`src/rtl/param_vend_ctrl_if.sv`:
```
// Coin, dispense and status signals of the vending controller.
// Optional refund port exists only when PVC_CANCEL_EN is defined.
interface param_vend_ctrl_if #(
  parameter int unsigned CW = 3
);
`ifdef PVC_CANCEL_EN
  logic          cancel;
`endif
  logic          quarter_in;
  logic          halfDollar_in;
  logic          dollar_in;
  logic          restock;
  logic          guffin;
  logic          quarter_out;
  logic          halfDollar_out;
  logic          coin_reject;
  logic          sold_out;
  logic [CW-1:0] credit;
  logic [1:0]    state;

  modport master (
`ifdef PVC_CANCEL_EN
    output cancel,
`endif
    output quarter_in, halfDollar_in, dollar_in, restock,
    input  guffin, quarter_out, halfDollar_out, coin_reject, sold_out, credit, state
  );

  modport slave (
`ifdef PVC_CANCEL_EN
    input  cancel,
`endif
    input  quarter_in, halfDollar_in, dollar_in, restock,
    output guffin, quarter_out, halfDollar_out, coin_reject, sold_out, credit, state
  );
endinterface

```
`src/rtl/param_vend_ctrl.sv`:
```
// Parameterised coin-operated vending controller with change return.
// Define PVC_CANCEL_EN to enable refund of partial credit via the cancel input.
module param_vend_ctrl #(
  parameter int unsigned PRICE_Q      = 3,
  parameter int unsigned MAX_CREDIT_Q = 7,
  parameter int unsigned CW           = 3,
  parameter int unsigned STOCK        = 8
) (
  input  logic            CLK,
  input  logic            RES,
  param_vend_ctrl_if.slave bus
);
  localparam int unsigned SW = (STOCK > 0) ? $clog2(STOCK + 1) : 1;
  // Sum width leaves headroom for a dollar on top of any credit value.
  localparam int unsigned AW = CW + 3;

  typedef enum logic [1:0] {
    IDLE    = 2'd0,
    COLLECT = 2'd1,
    VEND    = 2'd2,
    CHANGE  = 2'd3
  } state_e;

  state_e        state_q, state_d;
  logic [CW-1:0] credit_q, credit_d;
  logic [SW-1:0] stock_q, stock_d;
  logic          coin_reject_q, coin_reject_d;
  logic          cancel_req;
  logic          sold_out;
  logic          coin_any, coin_multi;
  logic [AW-1:0] coin_val, sum_w;

`ifdef PVC_CANCEL_EN
  assign cancel_req = bus.cancel;
`else
  assign cancel_req = 1'b0;
`endif

  assign sold_out = (stock_q == '0);

  always_comb begin
    coin_any   = bus.quarter_in | bus.halfDollar_in | bus.dollar_in;
    coin_multi = (bus.quarter_in & bus.halfDollar_in) |
                 (bus.quarter_in & bus.dollar_in) |
                 (bus.halfDollar_in & bus.dollar_in);
    coin_val   = bus.dollar_in     ? AW'(4) :
                 bus.halfDollar_in ? AW'(2) :
                 bus.quarter_in    ? AW'(1) : '0;
    sum_w      = AW'(credit_q) + coin_val;

    state_d       = state_q;
    credit_d      = credit_q;
    stock_d       = stock_q;
    coin_reject_d = 1'b0;

    case (state_q)
      IDLE, COLLECT: begin
        if (state_q == COLLECT && cancel_req) begin
          // Refund wins over a simultaneous coin; the coin is bounced.
          state_d       = CHANGE;
          coin_reject_d = coin_any;
        end else if (coin_any) begin
          if (coin_multi || sold_out || (sum_w > AW'(MAX_CREDIT_Q))) begin
            coin_reject_d = 1'b1;
          end else begin
            credit_d = CW'(sum_w);
            state_d  = (sum_w >= AW'(PRICE_Q)) ? VEND : COLLECT;
          end
        end
        if (state_q == IDLE && bus.restock) begin
          stock_d = SW'(STOCK);
        end
      end
      VEND: begin
        coin_reject_d = coin_any;
        credit_d      = credit_q - CW'(PRICE_Q);
        if (stock_q != '0) begin
          stock_d = stock_q - SW'(1);
        end
        state_d = (credit_q > CW'(PRICE_Q)) ? CHANGE : IDLE;
      end
      CHANGE: begin
        coin_reject_d = coin_any;
        if (credit_q >= CW'(2)) begin
          credit_d = credit_q - CW'(2);
        end else if (credit_q != '0) begin
          credit_d = credit_q - CW'(1);
        end
        state_d = (credit_d == '0) ? IDLE : CHANGE;
      end
      default: state_d = IDLE;
    endcase
  end

  always_ff @(posedge CLK) begin
    if (RES) begin
      state_q       <= IDLE;
      credit_q      <= '0;
      stock_q       <= SW'(STOCK);
      coin_reject_q <= 1'b0;
    end else begin
      state_q       <= state_d;
      credit_q      <= credit_d;
      stock_q       <= stock_d;
      coin_reject_q <= coin_reject_d;
    end
  end

  // Dispense and change pulses decode registered state only.
  assign bus.guffin         = (state_q == VEND);
  assign bus.halfDollar_out = (state_q == CHANGE) && (credit_q >= CW'(2));
  assign bus.quarter_out    = (state_q == CHANGE) && (credit_q == CW'(1));
  assign bus.coin_reject    = coin_reject_q;
  assign bus.sold_out       = sold_out;
  assign bus.credit         = credit_q;
  assign bus.state          = state_q;
endmodule

```
`src/flat_wrapper.sv`:
```
// flat-port wrapper written by rule: the top's interface ports become plain ports
module param_vend_ctrl_flat 
#(
  parameter int unsigned PRICE_Q      = 3,
  parameter int unsigned MAX_CREDIT_Q = 7,
  parameter int unsigned CW           = 3,
  parameter int unsigned STOCK        = 8
)
  (CLK, RES, bus_quarter_in, bus_halfDollar_in, bus_dollar_in, bus_restock, bus_guffin, bus_quarter_out, bus_halfDollar_out, bus_coin_reject, bus_sold_out, bus_credit, bus_state);
  param_vend_ctrl_if #(.CW(CW)) bus_i ();
  input  logic CLK;
  input  logic RES;
  input wire logic [$bits(bus_i.quarter_in)-1:0] bus_quarter_in;
  input wire logic [$bits(bus_i.halfDollar_in)-1:0] bus_halfDollar_in;
  input wire logic [$bits(bus_i.dollar_in)-1:0] bus_dollar_in;
  input wire logic [$bits(bus_i.restock)-1:0] bus_restock;
  output wire logic [$bits(bus_i.guffin)-1:0] bus_guffin;
  output wire logic [$bits(bus_i.quarter_out)-1:0] bus_quarter_out;
  output wire logic [$bits(bus_i.halfDollar_out)-1:0] bus_halfDollar_out;
  output wire logic [$bits(bus_i.coin_reject)-1:0] bus_coin_reject;
  output wire logic [$bits(bus_i.sold_out)-1:0] bus_sold_out;
  output wire logic [$bits(bus_i.credit)-1:0] bus_credit;
  output wire logic [$bits(bus_i.state)-1:0] bus_state;
  assign bus_i.quarter_in = bus_quarter_in;
  assign bus_i.halfDollar_in = bus_halfDollar_in;
  assign bus_i.dollar_in = bus_dollar_in;
  assign bus_i.restock = bus_restock;
  assign bus_guffin = bus_i.guffin;
  assign bus_quarter_out = bus_i.quarter_out;
  assign bus_halfDollar_out = bus_i.halfDollar_out;
  assign bus_coin_reject = bus_i.coin_reject;
  assign bus_sold_out = bus_i.sold_out;
  assign bus_credit = bus_i.credit;
  assign bus_state = bus_i.state;
  param_vend_ctrl #(.PRICE_Q(PRICE_Q), .MAX_CREDIT_Q(MAX_CREDIT_Q), .CW(CW), .STOCK(STOCK)) u_core (.CLK(CLK), .RES(RES), .bus(bus_i));
endmodule
```
`config.mk`:
```
export PLATFORM = sky130hd
export DESIGN_NAME = param_vend_ctrl_flat
export DESIGN_NICKNAME = d
export VERILOG_FILES = /design/src/rtl/param_vend_ctrl_if.sv /design/src/rtl/param_vend_ctrl.sv /design/src/flat_wrapper.sv
export SDC_FILE = /design/constraint.sdc
export NUM_CORES = 1
export LEC_CHECK = 0
export CORE_MARGIN = 2
export CORE_UTILIZATION = 53
export DETAILED_ROUTE_END_ITERATION = 6
export HOLD_SLACK_MARGIN = 0.15
export PLACE_DENSITY = 0.77
export SETUP_SLACK_MARGIN = 0.05
export SLEW_MARGIN = 20
export SYNTH_ARGS = -nofsm -noshare
export SYNTH_HDL_FRONTEND = slang
export SYNTH_SLANG_ARGS = --single-unit
```
`constraint.sdc`:
```
create_clock -name CLK -period 3.1 [get_ports CLK]
set_clock_uncertainty 0.05 [all_clocks]
set_input_delay 0.62 -clock CLK [delete_from_list [all_inputs] [get_ports CLK]]
set_output_delay 0.62 -clock CLK [all_outputs]
set_load 0.03 [all_outputs]
```
* Yosys cells after proc, flatten, opt, wreduce, memory -nomap -nowiden
Cells that the tools add are included. W data, S select, Z words.
Operators by class: equality and inequality tests 8, add/subtract/negate cells 5, reduce and logical (&&, ||, !) cells 15, multiplexer cells 21, magnitude comparators 4, bitwise gates (word level) 7
Operators by type and width (count):
- $mux W3 | 5
- $mux W6 | 2
- $mux W2 | 5
- $pmux W3 S3 | 1
- $mux W4 | 2
- $pmux W4 S2 | 1
- $add A3 B6 Y6 | 1
- $ge A6 B2 Y1 const B | 1
- $gt A6 B3 Y1 const B | 1
- $ne A2 B1 Y1 const B | 3
- $pmux W2 S3 | 1
- $sub A3 B2 Y3 const B | 2
- $eq A2 B2 Y1 const B | 2
- $logic_not A4 Y1 | 1
- $or A1 B1 Y1 | 4
- $reduce_bool A4 Y1 | 1
- $reduce_or A2 Y1 | 2
- $sub A4 B1 Y4 const B | 1
- $and A1 B1 Y1 | 3
- $eq A3 B1 Y1 const B | 1
- $ge A3 B2 Y1 const B | 1
- $gt A3 B2 Y1 const B | 1
- $logic_and A1 B1 Y1 | 3
- $logic_not A3 Y1 | 1
- 11 further kinds | 14
Storage, ports and cells: flip-flop bits (word level) 10, output and inout bits 10

* Longest topological paths before layout
Gate-level depths: netlist of the first run.
depth after elaboration 9, gate-level depth with buffers 8, mapped depth without buffers 8

* Worst setup path after synthesis of the first run
No wires, ideal clock.
path type input to register, from in bus_halfDollar_in, to reg u_core.state_q[0], in the netlist u_core.bus.state[0], path slack 724 ps, buffers on the path 0, data arrival time 2235 ps, stages 8, path through nor3b_1 -> ha_1 -> inv_1 -> fa_1 -> xnor2_1 -> a2111oi_1 -> nand2_1 -> a311oi_1
On the way: word-level cells in the longest chain between the ends 8, elaborated cells between the ends (all ways) 20, those cells by class add/sub (1); order compare (2); eq/ne (2); mux (6); bitwise (6); reduce/logical (3)
RTL lines:
- start, declared | line flat_wrapper.sv:14 | input wire logic [$bits(bus_i.halfDollar_in)-1:0] bus_halfDollar_in;
- $mux W6 | line param_vend_ctrl.sv:47 | bus.halfDollar_in ? AW'(2) :
- $mux W6 | line param_vend_ctrl.sv:46 | coin_val = bus.dollar_in ? AW'(4) :
- $add A3 B6 Y6 | line param_vend_ctrl.sv:49 | sum_w = AW'(credit_q) + coin_val;
- $ge A6 B2 Y1 | line param_vend_ctrl.sv:67 | state_d = (sum_w >= AW'(PRICE_Q)) ? VEND : COLLECT;
- $mux W2 | line param_vend_ctrl.sv:67
- $mux W2 | line param_vend_ctrl.sv:63 | if (coin_multi || sold_out || (sum_w > AW'(MAX_CREDIT_Q))) begin
- $mux W2 | line param_vend_ctrl.sv:62 | end else if (coin_any) begin
- $pmux W2 S3 | line param_vend_ctrl.sv:56 | case (state_q)
- end signal, assigned | line param_vend_ctrl.sv:102 | state_q <= state_d;
- end, declared | line param_vend_ctrl.sv:24 | state_e state_q, state_d;
Parallel ways exist; a longest one is shown, timed or not. The select of a mux whose other input is x is not followed. A chain may end at the register's enable or synchronous reset.

* Worst setup path after layout of the first run
from in bus_quarter_in, to reg u_core.state_q[0], in the netlist u_core.bus.state[0]
On the way: word-level cells in the longest chain between the ends 9, elaborated cells between the ends (all ways) 21, those cells by class add/sub (1); order compare (2); eq/ne (2); mux (7); bitwise (6); reduce/logical (3)
RTL lines:
- start, declared | line flat_wrapper.sv:13 | input wire logic [$bits(bus_i.quarter_in)-1:0] bus_quarter_in;
- $mux W1 | line param_vend_ctrl.sv:48 | bus.quarter_in ? AW'(1) : '0;
- $mux W6 | line param_vend_ctrl.sv:47
- $mux W6 | line param_vend_ctrl.sv:46
- $add A3 B6 Y6 | line param_vend_ctrl.sv:49
- $ge A6 B2 Y1 | line param_vend_ctrl.sv:67
- $mux W2 | line param_vend_ctrl.sv:67
- $mux W2 | line param_vend_ctrl.sv:63
- $mux W2 | line param_vend_ctrl.sv:62
- $pmux W2 S3 | line param_vend_ctrl.sv:56
Parallel ways exist; a longest one is shown, timed or not. The select of a mux whose other input is x is not followed.

==> results of run 1 <==
==> repair_timing <==
| action | CTS | global route |
|---|---|---|
| setup buffers | 0 | 0 |
| gates resized for setup | 0 | 1 |
| setup endpoints to repair | 0 | 1 |
| hold buffers | 0 | 0 |
==> final timing paths <==
kind         slack (ns)                          endpoint  cells past startpoint                               from
max                0.30  u_core.bus.state[0]$_SDFFE_PP0P_                      9                     bus_quarter_in
min                0.49    u_core.stock_q[1]$_SDFFE_PP0P_                      2     u_core.stock_q[1]$_SDFFE_PP0P_
max reg2reg        0.79  u_core.bus.state[0]$_SDFFE_PP0P_                      7  u_core.bus.credit[0]$_SDFFE_PP0P_
min reg2reg        0.49    u_core.stock_q[1]$_SDFFE_PP0P_                      2     u_core.stock_q[1]$_SDFFE_PP0P_
==> Yosys cell counts, drive strengths merged, types with 2 or more instances <==
cell	n
buf	3
nand2	9
a31oi	2
nor3	3
dfxtp	10
a2111oi	3
clkbuf	2
nand2b	3
a211oi	5
or2	2
xnor2	2
a21oi	9
a21o	2
nor2b	4
xor2	2
ha	13
a211o	2
nor3b	3
o21ai	5
inv	11
a311oi	2
nor2	5
or3	2
==> power breakdown <==
part,internal (µW),total [µW],switching [µW]
combinational,389,841,452
clock,71.4,124,52.3
sequential,182,280,97.9
==> metrics by stage <==
| stage | cells | hold slack, ns | power, µW | utilization (%) |
|---|---|---|---|---|
| 4_1_cts | 166 | 0.4862 | 1244 | 71.33 |
| 3_3_place_gp | 162 | 0.4450 | 1082 | 69.25 |
| 3_5_place_dp | 162 | 0.4680 | 1122 | 69.25 |
| 5_1_grt | 166 | 0.5029 | 1354 | 71.40 |
| 6_report | 166 | 0.4875 | 1245 | 71.40 |
| 2_1_floorplan | 121 | 0.4220 | 877.2 | - |
==> state kept, by name (all words and copies together) (netlist names) <==
register / flops
u_core.bus.coin_reject: 1
u_core.bus.credit: 3
u_core.stock_q: 4
u_core.bus.state: 2
==> kinds of logic (layout without fill, tap and decap cells) <==
kind of cell             after synthesis  after routing  share of synthesized area, %
flip-flops                            10             10                         19.95
multiplexers                           2              2                         2.120
XOR/XNOR                               4              4                         3.492
adder cells (fa/ha/maj)               15             15                         19.20
AO/OA/AOI/OAI                         37             37                         27.43
buffers and inverters                 16             36                         6.234
AND/OR/NAND/NOR                       37             37                         21.57
==> per-layer routing <==
layer | part of all wire, % | vias to the layer above | GRT usage (%)
li1 | - | 489 | -
met1 | 45 | 457 | 31.14
met2 | 48 | 32 | 37.57
met3 | 5.0 | 4 | 5.283
met4 | 1.6 | 0 | 12.22
met5 | 0 | - | 0
==> cell type report <==
class                           count  share of cell area [%]
Timing Repair Buffer               21                   15.66
Sequential cell                    10                   16.16
Inverter                           11                   3.313
Clock buffer                        4                   2.912
Tap cell                           25                   2.510
Multi-Input combinational cell     95                   59.44
==> critical path: stages <==
cell and delay, ns:
clkdlybuf4s50_1 0.47, nor3b_1 0.21, ha_1 0.21, inv_1 0.06, fa_1 0.38, xnor2_1 0.16
a2111oi_1 0.44, nand2_1 0.10, a311oi_1 0.27
==> out/results.tsv, run 1 <==
metric	value	unit
status	completed	
FF+latch area	201.4	µm²
final wirelength	2314	µm
Setup CP Type	input pin to register	
final-report setup violation count	0	
Synth area leader	dfxtp_1	
P&R area growth vs syn	24.19	%
root buffer cell	clkbuf_4	
Clock Latency Late Sink	0.27	ns
final worst setup slack	0.3010	ns
Num Clock Sinks	10	
Routability Congestion	0.8913	
share of the synthesized area in the top cell type	19.95	%
Starting DRT DRC Count	16	
Starting Density	57.49	%
Post-Syn Instances	121	
most frequent cells in the layout	clkdlybuf4s50_1, ha_1, inv_1	
CTS tree	built	
num rows	15	
Worst-path clk slew	0.08	ns
H-tree levels	1	
Seq cells post-synth	10	
wire per inst	13.94	µm
ant diodes	0	
largest net degree at the start of global routing	14	
remaining antenna violation count after routing	0	
Top FF cell, synth	dfxtp_1	
unrepaired setup endpoints after global routing	false	
largest cells by area after synthesis	dfxtp_1, ha_1, a21oi_1	
vias per inst	5.916	
CORE AREA	0.001745	mm²
Worst setup SP type	input pin	
clock tree buffer depth	2	
DP HPWL	1807	µm
commonest non-fill, non-tap cell in the layout	clkdlybuf4s50_1	
Relative slew margins	70.64	%
initial antenna violation count	0	
crit path capture type	register	
vias in the first global route	878	
Fill cells	132	
# IOs	16	
crit path time final	2.799	ns
Vias	982	
Chip Width	47.51	µm
Fin. Hold Viols	0	
Synth warnings	0	
synthesized net count	141	
CP arrival	2.93	ns
sequential cell area fraction in the yosys report	19.95	%
dpl cell area	0.001209	mm²
TritonRoute pass-1 iters	4	
synthesized area	0.001003	mm²
DRC Markers	0	
multi-input logic area	740.7	µm²
Port Buffer Count	15	
Synth Area per Inst	8.293	µm²
Pins Over Slew Limit	0	
total global routing overflow	0	
GRT Util Overall	24.09	%
Yosys cell types	44	
Pwr Density	998.8	mW/mm²
Place WS	0.03832	ns
Pleak	0.0005082	µW
design area	0.001246	mm²
first-pass GRT wire length	3767	µm
worst-path fanout max	2	
Final period util	90.29	%
number of max-cap violations	0	
# nets final	162	
Worst Path Required	3.23	ns
Async SR Flop Fraction	0	%
Die Area	0.002257	mm²
fmax	0.3573	GHz
setup TNS	0	ns
share of cells above drive strength 1	13.48	%
TritonCTS buffer count	3	
Slew @ Worst Pin	0.4397	ns
type of the worst min-delay path	register to register	
Die Height	47.51	µm
VDD IR max	0.5772	mV
EDFF count, synth	0	
No activity file was read; power rests on OpenSTA's default activity.
==> run 2: changes to the inputs <==
--- a/config.mk
+++ b/config.mk
@@ -5,11 +5,12 @@
 export SDC_FILE = /design/constraint.sdc
 export NUM_CORES = 1
 export LEC_CHECK = 0
+export ABC_AREA = 1
 export CORE_MARGIN = 2
-export CORE_UTILIZATION = 53
+export CORE_UTILIZATION = 52
 export DETAILED_ROUTE_END_ITERATION = 6
 export HOLD_SLACK_MARGIN = 0.15
-export PLACE_DENSITY = 0.77
+export PLACE_DENSITY = 0.76
 export SETUP_SLACK_MARGIN = 0.05
 export SLEW_MARGIN = 20
 export SYNTH_ARGS = -nofsm -noshare
==> constraint.sdc (replaced) <==
create_clock -name CLK -period 2.7 [get_ports CLK]
set_clock_uncertainty 0.05 [all_clocks]
set_input_delay 0.54 -clock CLK [delete_from_list [all_inputs] [get_ports CLK]]
set_output_delay 0.54 -clock CLK [all_outputs]
set_load 0.03 [all_outputs]
==> out/results.tsv, run 2 <==
metric	value	unit	change
status	completed		unchanged
multi-input logic area	648.1	µm²	was 740.7 µm²
Synth warnings	0		unchanged
type of the worst min-delay path	register to register		unchanged
synth cell count leaders	nand2_1, inv_1, nor2_1		was ha_1, inv_1, dfxtp_1
synthesized area	942.2	µm²	was 0.001003 mm²
Fin. Hold Viols	0		unchanged
num rows	15		unchanged
crit path capture type	output port		was register
P&R area growth vs syn	25.23	%	was 24.19%
final wirelength	2234	µm	was 2314 µm
Pwr Density	746.4	mW/mm²	was 998.8 mW/mm²
remaining antenna violation count after routing	0		unchanged
vias in the first global route	862		was 878
VDD IR max	0.4118	mV	was 0.5772 mV
sequential cell area fraction in the yosys report	21.25	%	was 19.95%
Top FF cell, synth	dfxtp_1		unchanged
Die Area	0.002168	mm²	was 0.002257 mm²
Port Buffer Count	15		unchanged
Num Clock Sinks	10		unchanged
Synth area leader	dfxtp_1		unchanged
vias per inst	4.995		was 5.916
number of max-cap violations	0		unchanged
post-cts sizing count	1		was 0
Worst setup SP type	register		was input pin
Reg2Reg Setup Slack	0.72	ns	was 0.79 ns
setup TNS	0	ns	unchanged
synthesized net count	167		was 141
GRT Util Overall	24.24	%	was 24.09%
# IOs	16		unchanged
Post-CTS Hold Buffers	0		unchanged
largest register by flop count	u_core.stock_q		unchanged
DRC Markers	0		unchanged
# nets final	191		was 162
Worst-path clk slew	0.06	ns	was 0.08 ns
Async SR Flop Fraction	0	%	unchanged
final-report setup violation count	0		unchanged
Vias	969		was 982
EDFF count, synth	0		unchanged
ant diodes	0		unchanged
CP arrival	1.89	ns	was 2.93 ns
utilization of the core after routing	69.08	%	was 71.40%
Seq cells post-synth	10		unchanged
worst-path fanout max	10		was 2
total global routing overflow	0		unchanged
crit path time final	2.480	ns	
Yosys cell types	24		was 44
max reg flops	4		unchanged
Post-CTS Setup Inserts	0		unchanged
CORE AREA	0.001708	mm²	was 0.001745 mm²
FF+latch area	201.4	µm²	unchanged
Starting DRT DRC Count	26		was 16
Chip Width	46.57	µm	was 47.51 µm
Post-Syn Instances	147		was 121
CTS tree	built		unchanged
DP HPWL	1809	µm	was 1807 µm
TritonRoute pass-1 iters	4		unchanged
count leader, synth	nand2_1		was ha_1
fmax	0.4033	GHz	
unrepaired setup endpoints after global routing	false		unchanged
wire per inst	11.52	µm	was 13.94 µm
initial antenna violation count	0		unchanged
TritonCTS buffer count	3		unchanged
Relative slew margins	78.48	%	was 70.64%
Pleak	0.0006094	µW	was 0.0005082 µW
Slew @ Worst Pin	0.3218	ns	was 0.4397 ns
clock tree buffer depth	2		unchanged
Worst Path Required	2.11	ns	was 3.23 ns
root buffer cell	clkbuf_4		unchanged
share of the synthesized area in the top cell type	21.25	%	was 19.95%
Routability Congestion	0.8603		was 0.8913
Fill cells	157		was 132
Die Height	46.57	µm	was 47.51 µm
Starting Density	55.16	%	was 57.49%
largest cells by area after synthesis	dfxtp_1, ha_1, nand2_1		was dfxtp_1, ha_1, a21oi_1
Final period util	91.84	%	
Setup CP Type	register to output port		was input pin to register
largest net degree at the start of global routing	11		was 14
Synth Area per Inst	6.409	µm²	was 8.293 µm²
Clock Latency Late Sink	0.26	ns	was 0.27 ns
share of cells above drive strength 1	13.02	%	was 13.48%
Min Hold Slack	0.4067	ns	was 0.4875 ns
Pins Over Slew Limit	0		unchanged
most frequent cells in the layout	nand2_1, inv_1, nor2_1		was clkdlybuf4s50_1, ha_1, inv_1
H-tree levels	1		unchanged
first-pass GRT wire length	3677	µm	was 3767 µm
commonest non-fill, non-tap cell in the layout	nand2_1		was clkdlybuf4s50_1
run 2: cells by family (layout without fill, tap and decap cells):
family | count (synthesis) | count (layout) | synth area share, %
AOI/OAI and AO/OA | 16 | 16 | 9.297
xor gates and xnor gates | 1 | 1 | 0.9298
adders and majority gates | 14 | 14 | 19.39
buffers and inverters | 25 | 47 | 9.960
DFF | 10 | 10 | 21.25
and+or+nand+nor | 81 | 81 | 39.18
run 2: worst max-delay path, stage by stage (launching register included):
cell and delay [ns]:
dfxtp_2 0.39, inv_1 0.10, buf_4 0.15, ha_1 0.14, nand2_1 0.06, nor2_1 0.11, clkdlybuf4s50_1 0.67
run 2: final cells by class:
type                            count  area share, %
Clock buffer                        3          1.909
Inverter                           25          7.953
Multi-Input combinational cell    112          54.93
Sequential cell                    10          17.07
Timing Repair Buffer               19          15.48
Tap cell                           25          2.651
run 2: per-stage QoR:
| step | cell area (µm²) | instances | total power (µW) | setup slack [ns] |
|---|---|---|---|---|
| final | 1180 | 194 | 880.6 | 0.2203 |
| after global routing | 1180 | 194 | 961.9 | 0.07327 |
| after CTS | 1177 | 194 | 879.2 | 0.1404 |
| after global placement | 1154 | 191 | 754.6 | 0.07269 |
| after floorplan | 942.2 | 147 | 608.3 | 0.4544 |
| after detailed placement | 1154 | 191 | 776.2 | -0.009758 |
run 2: power breakdown:
group | switching, µW | internal, µW | total (µW)
Clock | 48.5 | 51.4 | 99.9
Sequential | 40.7 | 184 | 224
Combinational | 346 | 210 | 556
Total | 435 | 446 | 881
run 2: path summary, 6_finish.rpt:
check / end / cells after the start / from
max: bus_quarter_out / 6 / u_core.bus.credit[1]$_SDFFE_PP0P_
min: u_core.stock_q[0]$_SDFFE_PP0P_ / 1 / u_core.stock_q[0]$_SDFFE_PP0P_
max reg2reg: u_core.bus.state[0]$_SDFFE_PP0P_ / 8 / u_core.bus.credit[1]$_SDFFE_PP0P_
min reg2reg: u_core.stock_q[0]$_SDFFE_PP0P_ / 1 / u_core.stock_q[0]$_SDFFE_PP0P_
run 2: per-layer routing:
| metal | vias to the layer above | part of all wire (%) | GRT usage, % |
|---|---|---|---|
| met1 | 430 | 49 | 31.47 |
| met3 | 2 | 3.8 | 7.059 |
| met4 | 0 | 0.63 | 7.429 |
| li1 | 512 | - | - |
| met5 | - | 0 | 0 |
| met2 | 25 | 47 | 38.33 |
==> run 3: changes to the inputs <==
--- a/config.mk
+++ b/config.mk
@@ -9,9 +9,10 @@
 export CORE_MARGIN = 2
 export CORE_UTILIZATION = 52
 export DETAILED_ROUTE_END_ITERATION = 6
+export GPL_ROUTABILITY_DRIVEN = 0
 export HOLD_SLACK_MARGIN = 0.15
 export PLACE_DENSITY = 0.76
-export SETUP_SLACK_MARGIN = 0.05
+export SETUP_SLACK_MARGIN = 0.5
 export SLEW_MARGIN = 20
 export SYNTH_ARGS = -nofsm -noshare
 export SYNTH_HDL_FRONTEND = slang
==> out/results.tsv, run 3 (same netlist as run 2, synthesis figures left out) <==
metric	value	unit	change
Pwr Density	768.4	mW/mm²	was 746.4 mW/mm²
Chip Width	46.57	µm	unchanged
status	completed		unchanged
ant diodes	0		unchanged
max reg flops	4		unchanged
vias in the first global route	900		was 862
combinational share of power	61.2	%	was 63.2%
GRT Util Overall	23.50	%	was 24.24%
setup TNS	0	ns	unchanged
unrepaired setup endpoints after global routing	false		unchanged
Sw Pwr	449.3	µW	was 435.1 µW
Port Buffer Count	15		unchanged
commonest non-fill, non-tap cell in the layout	nand2_1		unchanged
Min Hold Slack	0.4148	ns	was 0.4067 ns
num rows	15		unchanged
DP HPWL	1770	µm	was 1809 µm
DRC Markers	0		unchanged
TritonRoute pass-1 iters	5		was 4
Switching Fraction	48.43	%	was 49.41%
Fill cells	158		was 157
fmax	0.4796	GHz	was 0.4033 GHz
crit path capture type	output port		unchanged
first-pass GRT wire length	3636	µm	was 3677 µm
TritonCTS buffer count	3		unchanged
crit path time final	2.085	ns	was 2.480 ns
worst-path fanout max	7		was 10
largest register by flop count	u_core.stock_q		unchanged
wire per inst	11.21	µm	was 11.52 µm
Num Clock Sinks	10		unchanged
Slew @ Worst Pin	0.3058	ns	was 0.3218 ns
total global routing overflow	0		unchanged
Starting DRT DRC Count	26		unchanged
Fin. Hold Viols	0		unchanged
P&R area growth vs syn	28.15	%	was 25.23%
Final period util	77.23	%	was 91.84%
share of cells above drive strength 1	20.47	%	was 13.02%
CP arrival	1.50	ns	was 1.89 ns
initial antenna violation count	0		unchanged
CTS tree	built		unchanged
clock tree buffer depth	2		unchanged
root buffer cell	clkbuf_4		unchanged
Vias	999		was 969
largest net degree at the start of global routing	9		was 11
Die Height	46.57	µm	unchanged
Post-CTS Hold Buffers	0		unchanged
final wirelength	2198	µm	was 2234 µm
Worst-path clk slew	0.07	ns	was 0.06 ns
cell internal pwr	478.5	µW	was 445.5 µW
Worst Path Required	2.11	ns	about the same
# nets final	192		was 191
# IOs	16		unchanged
most frequent cells in the layout	nand2_1, inv_1, nor2_1		unchanged
CORE AREA	0.001708	mm²	unchanged
Clock Latency Late Sink	0.27	ns	was 0.26 ns
Pins Over Slew Limit	0		unchanged
H-tree levels	1		unchanged
final-report setup violation count	0		unchanged
vias per inst	5.097		was 4.995
Worst setup SP type	register		unchanged
Setup CP Type	register to output port		unchanged
remaining antenna violation count after routing	0		unchanged
Relative slew margins	79.55	%	was 78.48%
sequential power share	23.8	%	was 25.5%
Clk pwr share	14.9	%	was 11.3%
Die Area	0.002168	mm²	unchanged
Pleak	0.0006197	µW	was 0.0006094 µW
type of the worst min-delay path	register to register		unchanged
Post-CTS Setup Inserts	0		unchanged
Starting Density	55.16	%	unchanged
number of max-cap violations	0		unchanged
VDD IR max	0.3761	mV	was 0.4118 mV
-- run 3: worst paths after layout --
path | start | endpoint | slack [ns] | cells past startpoint
setup / recovery | u_core.bus.credit[1]$_SDFFE_PP0P_ | bus_credit[1] | 0.61 | 2
hold / removal | u_core.stock_q[0]$_SDFFE_PP0P_ | u_core.stock_q[0]$_SDFFE_PP0P_ | 0.41 | 1
setup reg to reg | u_core.bus.credit[0]$_SDFFE_PP0P_ | u_core.bus.state[0]$_SDFFE_PP0P_ | 0.78 | 9
hold reg to reg | u_core.stock_q[0]$_SDFFE_PP0P_ | u_core.stock_q[0]$_SDFFE_PP0P_ | 0.41 | 1
-- run 3: final cells by class --
cell class	count	area (µm²)	share of cell area, %
Inverter	25	93.84	7.772
Tap cell	25	31.28	2.591
Timing Repair Buffer	20	168.9	13.99
Sequential cell	10	201.4	16.68
Clock buffer	4	36.28	3.005
Multi-Input combinational cell	112	675.6	55.96
-- run 3: metrics by stage --
step | cells | total power [µW] | instance area [µm²] | worst slack, ns | utilization, %
finish | 196 | 927.8 | 1207 | 0.6148 | 70.70
global route | 196 | 1010 | 1207 | 0.5023 | 70.70
CTS | 196 | 916.3 | 1211 | 0.4500 | 70.92
detailed placement | 192 | 778.1 | 1164 | 0.01754 | 68.13
global placement | 192 | 758.5 | 1164 | 0.07483 | 68.13
floorplan | 147 | 609.9 | 944.7 | 0.5851 | -
-- run 3: worst max-delay path, cell delays in order (launching register included) --
cell and delay [ns]:
dfxtp_2 0.40, buf_4 0.16, clkdlybuf4s50_1 0.67
-- run 3: power groups by stage --
| stage | Sequential [µW] | Clock (µW) | Combinational (µW) |
|---|---|---|---|
| 4_1_cts | 220 | 140 | 557 |
| 3_3_place_gp | 221 | 0 | 538 |
| 6_report | 221 | 139 | 568 |
| 5_1_grt | 224 | 146 | 639 |
| 2_1_floorplan | 266 | 0 | 344 |
| 3_5_place_dp | 221 | 0 | 557 |
-- run 3: what timing repair did --
item,CTS,global route
setup endpoints to repair,7,5
pin swaps,1,6
resized for setup,13,13
-- run 3: per-layer routing --
layer  wire (µm)  GRT usage (%)  share of wire (%)  vias up
met5           0              0                  0        -
met4          40          10.86                1.8        0
li1            -              -                  -      511
met3         126          4.706                5.7        6
met1         964          29.11                 44      447
met2        1067          38.61                 49       35
